`config.mk`:
```
export PLATFORM = sky130hd
export DESIGN_NAME = data_register
export DESIGN_NICKNAME = d
export VERILOG_FILES = /design/src/rtl/data_register.sv
export SDC_FILE = /design/constraint.sdc
export NUM_CORES = 1
export LEC_CHECK = 0
export CAP_MARGIN = 0
export CORE_ASPECT_RATIO = 1.1
export CORE_MARGIN = 3
export CORE_UTILIZATION = 33
export DETAILED_ROUTE_END_ITERATION = 16
export HOLD_SLACK_MARGIN = 0.05
export PLACE_DENSITY = 0.83
export RECOVER_POWER = 25
export SLEW_MARGIN = 20
export SYNTH_ARGS = -nofsm -noshare
export SYNTH_HDL_FRONTEND = slang
export SYNTH_SLANG_ARGS = --single-unit
```
`constraint.sdc`:
```
create_clock -name clk -period 0.8 [get_ports clk]
set_input_delay 0.12 -clock clk [delete_from_list [all_inputs] [get_ports clk]]
set_output_delay 0.12 -clock clk [all_outputs]
set_load 0.01 [all_outputs]
```
`src/rtl/data_register.sv`:
```
// Data register (DR) of the processor datapath.
// Holds one word loaded from the internal bus, data memory or instruction
// memory, with fixed source priority bus > DM > InsM. The stored word drives
// the bus and the DM write-data port continuously; there is no output enable.
// The output comes straight from the flop, so there is no combinational path
// from any data input to dataout.

module data_register #(
   parameter int unsigned reg_width = 12
) (
   input  logic                 clk,
   input  logic                 reset,           // asynchronous, active-low
   input  logic                 writeEn_frBus,
   input  logic                 writeEn_frDM,
   input  logic                 writeEn_frInsM,
   input  logic [reg_width-1:0] bus_datain,
   input  logic [reg_width-1:0] DM_datain,
   input  logic [reg_width-1:0] InsM_datain,
   output logic [reg_width-1:0] dataout
);

   logic [reg_width-1:0] data_q;
   logic [reg_width-1:0] data_d;

   // Next-state select: fixed priority bus > DM > InsM, otherwise hold.
   // Several enables high together is legal; only the highest one loads.
   always_comb begin
      data_d = data_q;
      if (writeEn_frBus) begin
         data_d = bus_datain;
      end else if (writeEn_frDM) begin
         data_d = DM_datain;
      end else if (writeEn_frInsM) begin
         data_d = InsM_datain;
      end
   end

   // State register: reset clears at once and overrides any pending load.
   always_ff @(posedge clk or negedge reset) begin
      if (!reset) begin
         data_q <= '0;
      end else begin
         data_q <= data_d;
      end
   end

   // Output is the stored word, always driven.
   assign dataout = data_q;

endmodule

```
== Word-level counts from Yosys, hierarchy flattened ==
Cells that the tools add are included.

* Mux-type cells: 3
* Reduce and logical (&&, ||, !) cells: 1

{| class="wikitable"
|+ Operator list
! cell !! count
|-
| 12-bit 2-to-1 mux || 3
|-
| 3-bit nonzero test || 1
|}

* Register bits: 12
* Output and inout port bits: 12

== Depth between registers and ports, before layout ==
Gate-level depths: netlist (run 1).

* Word-level depth: 3
* Depth in mapped cells: 5
* Gate-level depth less buffers: 3

== Worst setup path after synthesis (run 1) ==
Ideal clock, no wire load.

* Path kind: input to register
* Start point: input port writeEn_frBus
* End point: register data_q[0] (netlist: dataout[0])
* Library setup time: 0.132 ns
* Arrival time: 0.689 ns
* Required time: 0.668 ns
* Path slack: -0.021 ns
* Stages on the path: 5
* Buffers on the path: 2
* Cells stage by stage: buf_2 -> nor3_4 -> buf_4 -> a22oi_1 -> o21ai_1

* Longest elaborated chain between the ends: 1
* Elaborated cells between the ends (all ways): 2

{| class="wikitable"
|+ Ends and longest elaborated chain
! item !! line !! source
|-
| from (decl) || 13 || <nowiki>input logic writeEn_frBus,</nowiki>
|-
| 3-bit nonzero test (no source line) / 12-bit 2-to-1 mux (equally long branches) || -- ||
|-
| to (signal assigned) || 43 || <nowiki>data_q <= data_d;</nowiki>
|-
| to (decl) || 22 || <nowiki>logic [reg_width-1:0] data_q;</nowiki>
|}

Several ways; a longest one is shown, not always the timed one.
A chain may end at the register's enable or synchronous reset.

== Final worst setup path (run 1) ==
* Start point: register data_q[10] (netlist: dataout[10])
* End point: output port dataout[10]

{| class="wikitable"
|+ RTL lines
! item !! line !! source
|-
| to (decl) || 19 || <nowiki>output logic [reg_width-1:0] dataout</nowiki>
|}

No word-level cell between the ends.

==> out/metrics.cfg, run 1 <==
[job]
max_cap_violations = 0

[detailed_routing]
viasPerCell = 5.05
wirelength_um = 2440
vias = 829
wl_per_cell_um = 14.9
firstDrtPassIters = 4
drc = 0
drt-initial-drc-count = 7
ant_nets = 0

[grt]
track_usage_pct = 18.1
grt_antenna_before_repair = 0
grt_max_degree = 15
grt_overflow = 0
grt_pass1_wl_um = 3710
grt_pass1_vias = 873

[min_path]
min_path_type = in2async

[status]
violations = setup timing
outcome = finished with violations

[floorplanning]
die_area_mm2 = 0.00276
fp.dieW_um = 50.3
ioPinCount = 53
core-area_mm2 = 0.00202
start_util_pct = 35.3
die_h_um = 54.8
fp-row-count = 17

[synth]
syn_inst = 68
synth.distinct_cells = 14
avgSynthCellArea_um2 = 10.5
synth_fp_nets = 109
synth_area_um2 = 713
synth-seq-area-share_pct = 42.1
ys_seq_elements = 12
yosysWarnings = 0

[final_layout]
layout.nets = 178
final_common_cell = clkdlybuf4s50_1
n_fill_cell = 156
n_antenna_cell = 0
area_growth_pct = 96.5
multi_input_area_um2 = 404
design_area_mm2 = 0.00140
seq_area_um2 = 300
stdcell_count = 164
layout_common_cells = clkdlybuf4s50_1 (36), buf_4 (14), dfrtp_1 (12)
drive_gt1_share_pct = 42.6
largest_reg_flops = 12

[setup_path]
worst-path-buf-inv = 1
cp-startpoint = dataout[10]
cp_top_family = flip-flops
crit_path_cell_trace = buf_2
cp.required_ns = 0.68
cp.arrival_ns = 0.82
worstSetupEndpointType = primary output
slowest_delay_ns = 0.40
r2r-start = dataout[10]
worst_path_max_delay_cell = dfrtp_1
crit_type = reg2out
crit_fanout = 2
startpoint_type = flip-flop

[timing]
drv_slew = 0
setup_ws_ns = -0.142
finalSetupViolCount = 18
whs_ns = 0.261
post-route-period-util_pct = 118
rsz0062_at_grt = yes
max_slew_margin_pct = 78.7
clock.fmax_mhz = 1060
fin_crit_ns = 0.942
fin_worst_skew_ns = 0
final_hold_viol_count = 0
tightest_slew_ns = 0.319

[clocking]
cts_tree = built
cts_root_buffer = clkbuf_4
htree_levels = 1
numCtsBuffers = 3
clk_latency_ns = 0.27
cts.sinks = 12
clockBufferDepth = 2
clk_pin_slew_ns = 0.08

[place]
gp_congestion = 0.736
dp_hpwl_um = 1860
place_inst = 151
placed_area_mm2 = 0.00131
io_buffers = 52

[power]
p_leak_nw = 0.621
vdd_drop_max_v = 0.000916
power_density_mw_per_mm2 = 1290
fin_total_pwr_mw = 1.80

==> what timing repair did <==
action | in CTS | in global routing
cloned | 0 | 0
hold buffers | 0 | 0
setup endpoints to repair | 24 | 20
pin swaps | 1 | 1
buffers inserted | 5 | 4
gates resized for setup | 58 | 9
==> cells by family (layout without fill, tap and decap cells) <==
family	Yosys count	after routing	share of synthesized area, %
buffers and inverters	7	75	6.84
flip-flops	12	12	42.1
AO/OA/AOI/OAI	36	36	33.2
AND/OR/NAND/NOR	13	13	17.9
==> synth_stat cells <==
cell      number  area share, %
clkbuf_1       1           0.53
a22oi_1       12             13
and3b_2        5            7.0
and3b_1        7            8.6
o21ai_0        1           0.70
a21oi_1        5            3.5
dfrtp_1       12             42
buf_2          2            1.4
buf_4          1            1.1
nor3_4         1            2.3
a21oi_2        7            8.6
clkbuf_2       1           0.70
o21ai_1       11            7.7
buf_6          2            3.2
==> worst paths after layout <==
path,cells past startpoint,slack [ns],endpoint
setup / recovery,1,-0.14,dataout[10]
hold / removal,2,0.26,dataout[10]
setup reg to reg,3,-0.05,dataout[10]
hold reg to reg,2,0.51,dataout[5]
max in group asynchronous,2,0.30,dataout[8]
min in group clk,5,0.42,dataout[0]
==> where the power goes <==
part,internal (mW),switching (mW),leakage (nW)
logic,0.387,0.234,0.455
registers,0.664,0.0312,0.145
clock network,0.276,0.212,0.0210
total,1.33,0.477,0.621
==> worst register-to-register path: cells and delay by family, from the launching register on <==
family / cells / cell delay (ns)
flip-flops: 1 / 0.40
AO/OA/AOI/OAI: 2 / 0.20
buffers and inverters: 1 / 0.14
==> per-layer routing <==
metal	routed length [µm]	vias to the layer above	part of all wire [%]	track usage (%)
met5	0	-	0	0
met4	46	0	1.9	11.7
met3	157	4	6.4	3.27
met2	1340	36	55	37.2
met1	901	391	37	16.5
li1	-	398	-	-
==> layout make-up <==
| cell class | count | share of cell area, % |
|---|---|---|
| clock buffers | 4 | 2.59 |
| multi-input cells | 49 | 28.8 |
| repair buffers | 71 | 44.6 |
| well taps | 28 | 2.50 |
| flip-flops and latches | 12 | 21.4 |
==> through the flow <==
stage               util (%)  TNS (ns)  worst slack [ns]
finish                  69.3     -1.54            -0.142
CTS                     66.9     -1.42            -0.129
floorplan                  -         0           0.00304
detailed placement      64.7     -9.51            -0.636
global route            69.3     -2.22            -0.166
global placement        64.7     -8.95            -0.578
No activity file was read; power rests on OpenSTA's default activity.
==> run 2, diff against run 1 <==
Settings changed: HOLD_SLACK_MARGIN 0.05 to 0.08.
==> results of run 2 <==
The final DEF is identical to that of run 1; final timing and power are the same.
